`config.mk`:
```
export PLATFORM = sky130hd
export DESIGN_NAME = rw_req_arbiter
export DESIGN_NICKNAME = d
export VERILOG_FILES = /design/src/rtl/rw_req_arbiter.sv
export SDC_FILE = /design/constraint.sdc
export NUM_CORES = 1
export LEC_CHECK = 0
export ABC_CLOCK_PERIOD_IN_PS = 1600
export CORE_AREA = 2 2 209 211
export DETAILED_ROUTE_END_ITERATION = 16
export DIE_AREA = 0 0 211 213
export GPL_ROUTABILITY_DRIVEN = 0
export GPL_TIMING_DRIVEN = 0
export HOLD_SLACK_MARGIN = 0.02
export PLACE_DENSITY_LB_ADDON = 0.12
export SETUP_SLACK_MARGIN = 0.3
export SLEW_MARGIN = 5
export SYNTH_ARGS = -nofsm -noshare
export SYNTH_HDL_FRONTEND = slang
export SYNTH_SLANG_ARGS = --single-unit
```
`constraint.sdc`:
```
create_clock -name clock -period 1.6 [get_ports clock]
set_clock_uncertainty 0.15 [all_clocks]
set_input_delay 0.16 -clock clock [delete_from_list [all_inputs] [get_ports clock]]
set_output_delay 0.16 -clock clock [all_outputs]
set_load 0.02 [all_outputs]
```
`src/rtl/rw_req_arbiter.sv`:
```
// N-master request arbiter in front of axi_rw: registered one-hot grant, payload capture, per-master ID.
// Define RW_ARB_FIXED_PRIO_EN for fixed priority (highest index wins) instead of round-robin.
module rw_req_arbiter #(
  parameter int NUM_MASTERS = 2,
  parameter int ADDR_W      = 64,
  parameter int DATA_W      = 64,
  parameter int ID_W        = 4,
  parameter int ID_BASE     = 0
) (
  input  logic                          clock,
  input  logic                          reset,
  input  logic [NUM_MASTERS-1:0]        m_valid_i,
  input  logic [NUM_MASTERS-1:0]        m_req_i,
  input  logic [NUM_MASTERS*ADDR_W-1:0] m_addr_i,
  input  logic [NUM_MASTERS*2-1:0]      m_size_i,
  input  logic [NUM_MASTERS*DATA_W-1:0] m_wdata_i,
  output logic [NUM_MASTERS-1:0]        m_ready_o,
  output logic [DATA_W-1:0]             m_rdata_o,
  output logic [1:0]                    m_resp_o,
  output logic                          rw_valid_o,
  input  logic                          rw_ready_i,
  output logic                          rw_req_o,
  output logic [ADDR_W-1:0]             rw_addr_o,
  output logic [1:0]                    rw_size_o,
  output logic [DATA_W-1:0]             rw_data_write_o,
  input  logic [DATA_W-1:0]             rw_data_read_i,
  input  logic [1:0]                    rw_resp_i,
  output logic [ID_W-1:0]               rw_id_o,
  output logic [NUM_MASTERS-1:0]        grant_o,
  output logic                          busy_o
);

  localparam int IDX_W = (NUM_MASTERS > 1) ? $clog2(NUM_MASTERS) : 1;

  localparam logic [0:0] ST_IDLE = 1'b0;
  localparam logic [0:0] ST_BUSY = 1'b1;

  logic [0:0]             state_q, state_d;
  logic [NUM_MASTERS-1:0] grant_q, grant_d;
  logic [IDX_W-1:0]       idx_q, idx_d;
  logic                   req_q, req_d;
  logic [ADDR_W-1:0]      addr_q, addr_d;
  logic [1:0]             size_q, size_d;
  logic [DATA_W-1:0]      wdata_q, wdata_d;
  logic [IDX_W-1:0]       sel;
  logic                   busy;
  logic                   done;

`ifndef RW_ARB_FIXED_PRIO_EN
  logic [IDX_W-1:0]       last_q, last_d;
  logic [IDX_W:0]         cand;
  logic                   found;
`endif

  // Winner selection; only consumed while IDLE.
  always_comb begin
    sel = '0;
`ifdef RW_ARB_FIXED_PRIO_EN
    for (int unsigned i = 0; i < NUM_MASTERS; i++) begin
      if (m_valid_i[i]) sel = IDX_W'(i);
    end
`else
    cand  = '0;
    found = 1'b0;
    // Scan last+1 .. last+N with wrap; cand is one bit wider so the sum cannot overflow.
    for (int unsigned i = 1; i <= NUM_MASTERS; i++) begin
      cand = {1'b0, last_q} + (IDX_W+1)'(i);
      if (cand >= (IDX_W+1)'(NUM_MASTERS)) cand = cand - (IDX_W+1)'(NUM_MASTERS);
      if (!found && m_valid_i[cand[IDX_W-1:0]]) begin
        found = 1'b1;
        sel   = cand[IDX_W-1:0];
      end
    end
`endif
  end

  always_comb begin
    state_d = state_q;
    grant_d = grant_q;
    idx_d   = idx_q;
    req_d   = req_q;
    addr_d  = addr_q;
    size_d  = size_q;
    wdata_d = wdata_q;
`ifndef RW_ARB_FIXED_PRIO_EN
    last_d  = last_q;
`endif
    case (state_q)
      ST_IDLE: begin
        if (|m_valid_i) begin
          state_d = ST_BUSY;
          grant_d = NUM_MASTERS'(1) << sel;
          idx_d   = sel;
          req_d   = m_req_i[sel];
          addr_d  = m_addr_i[int'(sel)*ADDR_W +: ADDR_W];
          size_d  = m_size_i[int'(sel)*2 +: 2];
          wdata_d = m_wdata_i[int'(sel)*DATA_W +: DATA_W];
        end
      end
      default: begin
        if (rw_ready_i) begin
          state_d = ST_IDLE;
          grant_d = '0;
`ifndef RW_ARB_FIXED_PRIO_EN
          last_d  = idx_q;
`endif
        end
      end
    endcase
  end

  always_ff @(posedge clock or negedge reset) begin
    if (!reset) begin
      state_q <= ST_IDLE;
      grant_q <= '0;
      idx_q   <= '0;
      req_q   <= 1'b0;
      addr_q  <= '0;
      size_q  <= '0;
      wdata_q <= '0;
    end else begin
      state_q <= state_d;
      grant_q <= grant_d;
      idx_q   <= idx_d;
      req_q   <= req_d;
      addr_q  <= addr_d;
      size_q  <= size_d;
      wdata_q <= wdata_d;
    end
  end

`ifndef RW_ARB_FIXED_PRIO_EN
  always_ff @(posedge clock or negedge reset) begin
    if (!reset) last_q <= IDX_W'(NUM_MASTERS - 1);
    else        last_q <= last_d;
  end
`endif

  assign busy = (state_q == ST_BUSY);
  assign done = busy & rw_ready_i;

  // Payload and ID are gated so IDLE presents the same all-zero view as reset.
  assign rw_valid_o      = busy;
  assign busy_o          = busy;
  assign grant_o         = grant_q;
  assign rw_req_o        = busy & req_q;
  assign rw_addr_o       = busy ? addr_q  : '0;
  assign rw_size_o       = busy ? size_q  : '0;
  assign rw_data_write_o = busy ? wdata_q : '0;
  assign rw_id_o         = busy ? (ID_W'(ID_BASE) + ID_W'(idx_q)) : '0;

  assign m_ready_o = done ? grant_q        : '0;
  assign m_rdata_o = done ? rw_data_read_i : '0;
  assign m_resp_o  = done ? rw_resp_i      : '0;

endmodule
```
Word level (Yosys, flattened, before mapping)

Index checks and enable logic that the tools add are counted.

Bits in registers: 136
Input bits: 333
Output and inout port bits: 207
Logic and storage cells: 56

Add/sub/neg operators: 4
Magnitude comparators: 5
Equality and inequality tests: 1
Shift operators: 4
Mux-type cells: 24
Bitwise operators: 3
Reductions and logical operators: 7

Operator list:

| cell                                                        | number |
|---|---|
| variable part select 128 x 8 -> 64 bit                      | 2 |
| 2-to-1 mux 64 bit                                           | 3 |
| 2-to-1 mux 1 bit                                            | 15 |
| 2-to-1 mux 2 bit                                            | 6 |
| less-than comparator 1 x 2 -> 1 bit (second input constant) | 3 |
| AND reduction 2 bit                                         | 3 |
| greater-or-equal comparator 2 bit (second input constant)   | 2 |
| variable part select 4 x 3 -> 2 bit                         | 1 |
| adder 1 x 1 -> 2 bit (second input constant)                | 1 |
| adder 1 x 2 -> 2 bit (second input constant)                | 1 |
| AND 1 bit                                                   | 2 |
| inequality test 2 bit (second input constant)               | 1 |
| nonzero test 2 bit                                          | 1 |
| OR reduction 2 bit                                          | 1 |
| << shifter 1 x 1 -> 2 bit (first input constant)            | 1 |
| subtractor 1 bit (second input constant)                    | 2 |
| logical AND 1 bit                                           | 1 |
| zero test 1 bit                                             | 1 |
| inverter 1 bit                                              | 1 |

Logic depth before layout (Yosys ltp)

Gate-level depths: netlist of run 1.

Depth in word-level cells: 12
Depth in mapped cells: 7
Depth with buffers taken out: 3

Worst setup path before layout of run 1

Ideal clock, no wire load.

Path kind: reg2reg
From: reg state_q (netlist: busy_o)
To: reg addr_q[0]
Setup time: 0.126 ns
Arrival: 1.522 ns
Required time: 1.324 ns
Path slack: -0.198 ns
Cell stages (with the launch flop): 7
Path through: dfrtp_1 > buf_2 > o21bai_4 > buf_2 > clkbuf_1 > and2_1 > a221o_1

Cells in the longest elaborated chain, start to end: 2

RTL lines:

| what                                 | line | text |
|---|---|---|
| from (decl)                          | 38   | `logic [0:0] state_q, state_d;` |
| from (signal assigned)               | 122  | `state_q <= state_d;` |
| inverter 1 bit (no source line)      | n/a  |  |
| AND reduction 2 bit (no source line) | n/a  |  |
| to (signal assigned)                 | 126  | `addr_q <= addr_d;` |
| to (decl)                            | 42   | `logic [ADDR_W-1:0] addr_q, addr_d;` |

Every way passes these cells.
A chain may end at the register's enable or synchronous reset.

Worst setup path after layout of run 1

From: reg state_q (netlist: busy_o)
To: out rw_addr_o[6]

Cells in the longest elaborated chain, start to end: 1

RTL lines:

| what              | line | text |
|---|---|---|
| 2-to-1 mux 64 bit | 147  | `assign rw_addr_o = busy ? addr_q : '0;` |
| to (decl)         | 23   | `output logic [ADDR_W-1:0] rw_addr_o,` |

Every way passes these cells.

==> results of run 1 <==
metal layers:
metal	vias to the layer above	track usage
met2	278	0.2799
li1	3708	-
met1	3897	0.2164
met3	21	0.06060
met5	-	0
met4	0	0.03910
cells in the mapped netlist (2+ instances only):
cell type / instances
and2_1: 263
dfrtp_1: 135
a221o_1: 131
and3_1: 68
clkbuf_1: 53
buf_2: 11
buf_6: 9
buf_4: 4
a31o_2: 2
layout make-up:
class / instances / share of cell area
Antenna cell: 2 / 0.0003063
Buffer: 77 / 0.06555
Clock inverter: 10 / 0.01156
Sequential cell: 136 / 0.2085
Inverter: 2 / 0.0004595
Timing Repair Buffer: 581 / 0.3802
Tap cell: 546 / 0.04181
Multi-Input combinational cell: 474 / 0.2614
Clock buffer: 22 / 0.03025
repair_timing:
action,CTS,global route
endpoints found under the hold margin,136,0
pin swaps,1,14
hold buffers,1,0
setup buffers,6,5
endpoints found under the setup margin,340,401
gates cloned,13,19
gates resized for setup,1170,247
metrics by stage:
stage	worst slack (ns)	total power [uW]	instances
3_5_place_dp	-1.199	12230	1772
3_3_place_gp	-6.797	12240	1771
5_1_grt	-0.4583	19220	1849
2_1_floorplan	-0.1104	8815	689
4_1_cts	-0.4378	17550	1824
6_report	-0.3852	18260	1850
logic make-up (layout without fill, tap and decap cells):
group           after synthesis  after routing
mux                           1              1
other cells                   1              5
simple gates                332            332
compound gates              138            138
flops                       136            136
buf+inv                      79            692
path summary, 6_finish.rpt:
| path | start | to | slack [ns] | depth (start not counted) |
|---|---|---|---|---|
| max in group asynchronous | reset | addr_q[44]$_DFFE_PN0P_ | 0.36 | 3 |
| worst min-delay path | reset | wdata_q[44]$_DFFE_PN0P_ | 0.1 | 2 |
| worst max-delay path | busy_o$_DFF_PN0_ | rw_addr_o[6] | -0.39 | 5 |
| worst min register to register | idx_q$_DFFE_PN0P_ | idx_q$_DFFE_PN0P_ | 0.35 | 1 |
| worst max register to register | busy_o$_DFF_PN0_ | wdata_q[24]$_DFFE_PN0P_ | -0.37 | 7 |
| min in group clock | m_wdata_i[4] | wdata_q[4]$_DFFE_PN0P_ | 0.18 | 2 |
sequential cells by signal, indices dropped and copies added, names as in the netlist:
name and count:
addr_q 64, grant_o 2, wdata_q 64, last_q 1
req_q 1, busy_o 1, idx_q 1, size_q 2
power groups by stage:
stage / sequential (uW) / clock, uW / combinational (uW)
finish: 4880 / 4670 / 8710
global route: 5000 / 4980 / 9250
CTS: 4840 / 4830 / 7880
detailed placement: 4860 / 0 / 7370
floorplan: 4740 / 0 / 4080
global placement: 4840 / 0 / 7400
==> flow_summary_export.csv, run 1 <==
group,metric,value,unit
run_status,outcome,"complete, but fails checks",
run_status,violations,"setup timing",
synthesis,yosys.area.top_type,"dfrtp_1",
critical_path,crit_path_start_kind,"flip-flop",
placement,io_buffers,536,
timing,period_share,1.241,
final_layout,final_core_util,0.3827,
critical_path,worstPathRequired,1.29,ns
route,highest_layer,"met4",
critical_path,crit_arrival,1.68,ns
grt,grt_overflow,0,
route,dr_wl_met3,3087,um
clock_tree,cts_max_level,4,
die,dieArea,44940,sq um
power,p_per_area,1117,nW/um^2
final_layout,final_common_cell,"clkdlybuf4s50_1",
final_layout,fillers,4262,
synthesis,synth.mux.area_fraction,0.001548,
clock_tree,clkSlewWorstSetupHoldPaths,0.06,ns
power,power_leakage,0.007344,uW
final_layout,multi_input_area,4270,sq um
timing,rsz0062_at_grt,"yes",
final_layout,area_delta_synth_final,124.6,%
route,drtAntennaViolNets,0,
synthesis,netlist_area,7273,sq um
placement,placed_area,14200,sq um
die,fp.coreArea,42700,sq um
synthesis,netlist-cell-type-count,20,
route,wl_met2,20090,um
timing,min_period,1.985,ns
synthesis,synth_edf_count,0,
grt,grt_max_degree,82,
power,p_int,12640,uW
final_layout,drive_gt1_frac,0.4685,
synthesis,synth_simple_gate_area_frac,0.2852,
route,vias_per_cell,4.272,
route,routed_wl,41140,um
route,wl_per_cell,22.24,um
critical_path,path_class,"flip-flop to output pin",
synthesis,ys_warn_count,0,
final_layout,mostFrequentLayoutCells,"333 x clkdlybuf4s50_1, 192 x buf_6, 188 x and2_4",
route,drc_errors,0,
synthesis,synthXorXnorAreaFrac,0,
critical_path,cpPeakStageDelay,0.44,ns
run,max_cap_viol_count,0,
timing,hold_viol,0,
power,ir_worst_vdd,0.0006226,V
power,sw_frac_of_total,0.3079,
clock_tree,numClockSinks,136,
clock_tree,cts_buffers,17,
grt,grt.total_usage,0.1713,
timing,setup_ws,-0.3852,ns
power,p_comb_frac,0.477,
timing,whs,0.09715,ns
grt,grt_pass1_vias,8300,
clock_tree,cts-root-buf,"clkbuf_16",
synthesis,synth_top_family_by_area,"simple AND/OR/NAND/NOR gates",
critical_path,path_buf_inv,4,
critical_path,cpMostUsedCell,"clkbuf_16",
timing,maxSlewHeadroom,0.6363,
die,num_io_pins,540,
synthesis,synthAdderAreaFrac,0,
synthesis,synthFlopType,"dfrtp_1",
critical_path,cp-end-kind,"output pin",
synthesis,synth-compound-area-share,0.1906,
critical_path,critical_path.max_fanout,9,
die,die_height,213,um
placement,dp.final_hpwl,29580,um
critical_path,critPathSlowestCell,"dfrtp_2",
critical_path,critical-path-top-delay-family,"buffers and inverters",
synthesis,synth.area.top_cells,"dfrtp_1 46%, and2_1 23%, a221o_1 18%",
power,net-switching-power,5622,uW
die,rows,76,
synthesis,syn_inst,687,
grt,antenna_found_initial,2,
route,wl_met1,17500,um
clock_tree,clock_path_buffers,2,
final_layout,design_area,16340,sq um
synthesis,synth_area_per_cell,10.59,sq um
synthesis,ys_async_sr_fraction,1.000,
route,dr.pass1.iters,4,
route,drt_iter0_drc,378,
final_layout,seqCellArea,3406,sq um
clock_tree,clock_latency,0.44,ns
timing,fmax,503.7,MHz
route,route.vias.total,7904,
timing,setup_viol,338,
final_layout,nNetsFinal,1622,
timing,final.setup.tns,-109.84,ns
hold_path,hp-class,"input pin to asynchronous set/reset pin",
synthesis,synth_top_area_share,0.4645,
die,die_x,211,um
grt,grt_pass1_wl,56530,um
timing,slew_viol_final,0,
timing,tightest_slew,0.5456,ns
die,start_util,0.1703,
power,pwr-share-seq,0.267,
synthesis,ys_seq_area_frac,0.4681,
synthesis,ys_ff_latch,136,
clock_tree,cts_tree,"yes",
power,p_clk_frac,0.256,
critical_path,cp_cell_sequence,"buf_12 -> clkbuf_16 -> clkbuf_16 -> and2_4 -> buf_6",
Power figures use the tool's default switching activity.
==> run 2, diff against run 1 <==
--- a/config.mk
+++ b/config.mk
@@ -11,8 +11,9 @@
 export DIE_AREA = 0 0 211 213
 export GPL_ROUTABILITY_DRIVEN = 0
 export GPL_TIMING_DRIVEN = 0
-export HOLD_SLACK_MARGIN = 0.02
+export HOLD_SLACK_MARGIN = 0.08
 export PLACE_DENSITY_LB_ADDON = 0.12
+export RECOVER_POWER = 25
 export SETUP_SLACK_MARGIN = 0.3
 export SLEW_MARGIN = 5
 export SYNTH_ARGS = -nofsm -noshare
==> run 2 against run 1 <==
Effect of this change:
- the flow still finishes with violations (setup timing)
- sequential power is essentially flat
- count of clock-buffer cells in the layout is the same
- worst setup slack is the same
- critical path type unchanged
- critical endpoint unchanged
- largest power group unchanged
==> flow_summary_export.csv, run 2 (synthesis gave the netlist of run 1 again) <==
group,metric,value,unit
run_status,outcome,"complete, but fails checks",
run_status,violations,"setup timing",
final_layout,fillers,4263,
timing,fmax,503.7,MHz
critical_path,cp-end-kind,"output pin",
critical_path,r2r_slack,-0.37,ns
die,die_height,213,um
timing,period_share,1.241,
critical_path,crit_path_start_kind,"flip-flop",
final_layout,design_area,16330,sq um
clock_tree,cts_tree,"yes",
critical_path,critPathSlowestCell,"dfrtp_2",
timing,whs,0.1813,ns
placement,io_buffers,536,
placement,dp.final_hpwl,29580,um
clock_tree,cts-root-buf,"clkbuf_16",
critical_path,critical_path.max_fanout,9,
critical_path,cp_cell_sequence,"buf_12 -> clkbuf_16 -> clkbuf_16 -> and2_4 -> buf_6",
critical_path,crit_arrival,1.68,ns
clock_tree,numClockSinks,136,
grt,grt_pass1_vias,8300,
critical_path,reg2reg_depth,7,
route,route.vias.total,7904,
route,drt_iter0_drc,378,
critical_path,cp-endpoint,"rw_addr_o[6]",
timing,final.setup.tns,-109.84,ns
timing,tightest_slew,0.8756,ns
critical_path,reg2reg_to,"wdata_q[24]$_DFFE_PN0P_",
grt,grt_overflow,0,
run,max_cap_viol_count,0,
critical_path,path_class,"flip-flop to output pin",
die,start_util,0.1703,
timing,rsz0062_at_grt,"yes",
final_layout,final_common_cell,"clkdlybuf4s50_1",
timing,setup_viol,338,
clock_tree,cts_max_level,4,
placement,placed_area,14200,sq um
final_layout,top_regs,"addr_q (64), wdata_q (64)",
power,p_per_area,1118,nW/um^2
timing,maxSlewHeadroom,0.4163,
final_layout,nNetsFinal,1622,
power,ir_worst_vdd,0.0006226,V
final_layout,area_delta_synth_final,124.5,%
timing,setup_ws,-0.3852,ns
final_layout,mostFrequentLayoutCells,"333 x clkdlybuf4s50_1, 192 x buf_6, 188 x and2_4",
final_layout,drive_gt1_frac,0.4685,
route,routed_wl,41140,um
grt,grt.total_usage,0.1713,
clock_tree,cts_buffers,17,
critical_path,cpMostUsedCell,"clkbuf_16",
clock_tree,clkSlewWorstSetupHoldPaths,0.07,ns
critical_path,worstPathRequired,1.29,ns
clock_tree,clock_path_buffers,2,
grt,grt_max_degree,82,
critical_path,crit_start,"busy_o$_DFF_PN0_",
die,dieArea,44940,sq um
grt,grt_pass1_wl,56530,um
power,power_leakage,0.007341,uW
route,vias_per_cell,4.272,
die,num_io_pins,540,
route,drtAntennaViolNets,0,
die,die_x,211,um
hold_path,hp-class,"input pin to flip-flop",
route,wl_per_cell,22.24,um
timing,hold_viol,0,
die,rows,76,
die,fp.coreArea,42700,sq um
power,p_total,18260,uW
timing,slew_viol_final,0,
route,dr.pass1.iters,4,
critical_path,cpPeakStageDelay,0.44,ns
grt,antenna_found_initial,2,
timing,min_period,1.985,ns
route,drc_errors,0,
clock_tree,clock_latency,0.44,ns
critical_path,r2r_start,"busy_o$_DFF_PN0_",
## run 2: layout make-up
class                           count  area [sq um]  share of cell area
Antenna cell                        2         5.005           0.0003065
Buffer                             77          1071             0.06558
Clock buffer                       22         494.2             0.03026
Clock inverter                     10         188.9             0.01157
Inverter                            2         7.507           0.0004597
Multi-Input combinational cell    474          4270              0.2615
Sequential cell                   136          3406              0.2086
Tap cell                          546         683.2             0.04183
Timing Repair Buffer              581          6205              0.3799
## run 2: timing repair
action                     in CTS  in global routing
pin swaps                       1                 14
gates cloned                   13                 19
setup buffers                   6                  5
resized for setup            1170                247
setup endpoints to repair     340                401
hold buffers                    1                  0
hold endpoints to repair      136                  0
## run 2: power breakdown
part	internal (uW)	total, uW	switching [uW]
sequential	4390	4880	497
combinational	5260	8710	3440
clock	2980	4670	1680
total	12600	18300	5620
## run 2: routing by layer
metal	track usage	vias up	wire length, um
li1	-	3708	-
met5	0	-	0
met1	0.2164	3897	17500
met3	0.06060	21	3087
met2	0.2799	278	20090
met4	0.03910	0	464
## run 2: how the worst min path moves through the flow
stage / slack (ns) / cells after the start / from / to
CTS: 0.09 / 2 / reset / wdata_q[44]$_DFFE_PN0P_
floorplan: -0.29 / 0 / reset / addr_q[0]$_DFFE_PN0P_
global route: 0.16 / 2 / m_wdata_i[65] / wdata_q[1]$_DFFE_PN0P_
global placement: 0.34 / 1 / idx_q$_DFFE_PN0P_ / idx_q$_DFFE_PN0P_
finish: 0.18 / 2 / m_wdata_i[4] / wdata_q[4]$_DFFE_PN0P_
detailed placement: -0.03 / 1 / reset / wdata_q[44]$_DFFE_PN0P_
## run 2: per-stage QoR
stage | instances | setup slack [ns] | util
final | 1850 | -0.3852 | 0.3825
after global placement | 1771 | -6.797 | 0.3318
after floorplan | 689 | -0.1104 | -
after global routing | 1849 | -0.4583 | 0.3824
after detailed placement | 1772 | -1.199 | 0.3326
after CTS | 1824 | -0.4378 | 0.3597
## run 2: worst max-delay path, delay by kind of cell (launching register included)
| kind | cells | cell delay, ns |
|---|---|---|
| AND/OR/NAND/NOR | 1 | 0.15 |
| flip-flops | 1 | 0.44 |
| buffers and inverters | 4 | 0.65 |
==> run 3, diff against run 2 <==
--- a/config.mk
+++ b/config.mk
@@ -19,3 +19,4 @@
 export SYNTH_ARGS = -nofsm -noshare
 export SYNTH_HDL_FRONTEND = slang
 export SYNTH_SLANG_ARGS = --single-unit
+export TNS_END_PERCENT = 20
==> run 3 against run 2 <==
Effect of this change:
- utilization decreased by 2.3 points
- flip-flop and latch count is the same
- worst setup slack improved by 0.030 ns
- final area is 6.0% lower
- sequential power about the same
- global-route usage fell by 0.081 points
- the flow still finishes with violations (setup timing)
- sequential share of layout area increased by 1.3 points
==> flow_summary_export.csv, run 3 (synthesis gave the netlist of run 1 again) <==
group,metric,value,unit
final_layout,nNetsFinal,1610,
final_layout,mostFrequentLayoutCells,"330 x clkdlybuf4s50_1, 144 x and2_4, 142 x buf_6",
placement,placed_area,13460,sq um
grt,grt_pass1_wl,55500,um
grt,grt_max_degree,75,
timing,hold_viol,0,
run_status,violations,"setup timing",
power,ir_worst_vdd,0.0007228,V
route,wl_per_cell,22.34,um
final_layout,drive_gt1_frac,0.3922,
final_layout,area_delta_synth_final,111.0,%
clock_tree,clkSlewWorstSetupHoldPaths,0.07,ns
clock_tree,cts_max_level,4,
timing,setup_ws,-0.3556,ns
route,vias_per_cell,4.300,
grt,antenna_found_initial,8,
timing,fmax,511.4,MHz
grt,grt_overflow,0,
die,num_io_pins,540,
critical_path,r2r_slack,-0.31,ns
critical_path,cp-end-kind,"output pin",
critical_path,cp_cell_sequence,"buf_12 -> clkbuf_16 -> clkbuf_16 -> and2_1 -> buf_2",
die,die_x,211,um
critical_path,critical-path-top-delay-family,"buffers and inverters",
critical_path,cpMostUsedCell,"clkbuf_16",
critical_path,worstPathRequired,1.29,ns
clock_tree,clock_latency,0.44,ns
power,power_leakage,0.007094,uW
critical_path,reg2reg_depth,6,
critical_path,reg2reg_to,"addr_q[16]$_DFFE_PN0P_",
die,dieArea,44940,sq um
route,route.vias.total,7924,
power,p_per_area,1150,nW/um^2
run_status,outcome,"complete, but fails checks",
critical_path,path_class,"flip-flop to output pin",
route,drtAntennaViolNets,0,
critical_path,crit_path_start_kind,"flip-flop",
route,dr.pass1.iters,4,
final_layout,top_regs,"addr_q (64), wdata_q (64)",
critical_path,cpPeakStageDelay,0.43,ns
timing,min_period,1.956,ns
die,fp.coreArea,42700,sq um
placement,io_buffers,536,
hold_path,worstHoldPathCells,2,
critical_path,critPathSlowestCell,"dfrtp_2",
clock_tree,numClockSinks,136,
clock_tree,cts_tree,"yes",
final_layout,fin_cells,1843,
run,max_cap_viol_count,0,
hold_path,hp-start,"m_addr_i[111]",
clock_tree,cts-hold-fix-buffers,1,
die,rows,76,
timing,rsz0062_at_grt,"yes",
timing,tightest_slew,1.022,ns
grt,grt.total_usage,0.1705,
clock_tree,cts-root-buf,"clkbuf_16",
critical_path,critical_path.max_fanout,8,
timing,slew_viol_final,0,
hold_path,hold_end,"addr_q[47]$_DFFE_PN0P_",
final_layout,design_area,15350,sq um
route,drc_errors,0,
critical_path,path_buf_inv,4,
die,start_util,0.1703,
timing,maxSlewHeadroom,0.3188,
timing,setup_viol,333,
clock_tree,clock_path_buffers,2,
timing,period_share,1.222,
final_layout,final_common_cell,"clkdlybuf4s50_1",
placement,dp_cells,1772,
placement,dp.final_hpwl,30290,um
route,drt_iter0_drc,348,
die,die_height,213,um
critical_path,crit_arrival,1.65,ns
critical_path,r2r_start,"busy_o$_DFF_PN0_",
grt,grt_pass1_vias,8281,
route,routed_wl,41180,um
hold_path,hp-class,"input pin to flip-flop",
clock_tree,cts_buffers,17,
## run 3: changes by cell type in the layout (fill, tap and decap cells not counted), sizes merged, moves of 3 or more
| cell | previous run | this run |
|---|---|---|
| inv | 2 | 5 |
| clkdlybuf4s50 | 333 | 330 |
| clkbuf | 79 | 59 |
| diode | 2 | 7 |
| buf | 266 | 272 |
## run 3: layer usage
layer | GRT usage | vias up | wire length [um]
met5 | 0 | - | 18
met4 | 0.05391 | 4 | 864
met3 | 0.06942 | 37 | 3535
met2 | 0.3076 | 326 | 21400
met1 | 0.1807 | 3875 | 15360
li1 | - | 3682 | -
## run 3: worst max path at each step
stage / depth (start not counted) / start / end / slack [ns]
after global routing: 5 / busy_o$_DFF_PN0_ / rw_data_write_o[11] / -0.42
after global placement: 1 / reset / busy_o$_DFF_PN0_ / -7.06
after CTS: 5 / busy_o$_DFF_PN0_ / rw_data_write_o[5] / -0.40
after floorplan: 6 / busy_o$_DFF_PN0_ / addr_q[10]$_DFFE_PN0P_ / -0.11
after detailed placement: 5 / busy_o$_DFF_PN0_ / rw_size_o[0] / -1.29
final: 5 / busy_o$_DFF_PN0_ / rw_data_write_o[11] / -0.36
## run 3: worst reg2reg max path, delay by kind of cell, from the launching register on
kind / cells / cell delay (ns)
buffers and inverters: 3 / 0.54
AO/OA/AOI/OAI: 2 / 0.53
flip-flops: 1 / 0.43
AND/OR/NAND/NOR: 1 / 0.15
## run 3: metrics by stage
| step | setup WS [ns] | setup TNS [ns] | total power [uW] | util | hold WS [ns] |
|---|---|---|---|---|---|
| 2_1_floorplan | -0.1105 | -8.569 | 8179 | - | -0.2856 |
| 3_3_place_gp | -7.062 | -1222.19 | 11680 | 0.3145 | 0.3809 |
| 3_5_place_dp | -1.293 | -351.43 | 11660 | 0.3153 | -0.006649 |
| 4_1_cts | -0.4012 | -114.46 | 16720 | 0.3327 | 0.09212 |
| 5_1_grt | -0.4170 | -119.35 | 18530 | 0.3592 | 0.1502 |
| 6_report | -0.3556 | -94.48 | 17640 | 0.3594 | 0.1752 |
## run 3: area by class of cell
class	instances	area (sq um)
inverter	2	7.507
timing repair buffer	569	5663
clock inverter	14	242.7
sequential	136	3406
buffer	77	960.9
multi-input combinational	474	3926
clock buffer	18	439.2
tap	546	683.2
antenna	7	17.52
fill	4403	27350
## run 3: repair_timing
action	CTS	global route
setup endpoints to repair	340	376
endpoints found under the hold margin	136	8
buffers inserted	4	5
pin swaps	1	40
cloned	5	17
resized for setup	1114	308
## run 3: power breakdown
group          switching (uW)  internal [uW]
Sequential                506           4380
Combinational            3330           4680
Clock                    1760           2980
Total                    5590          12000
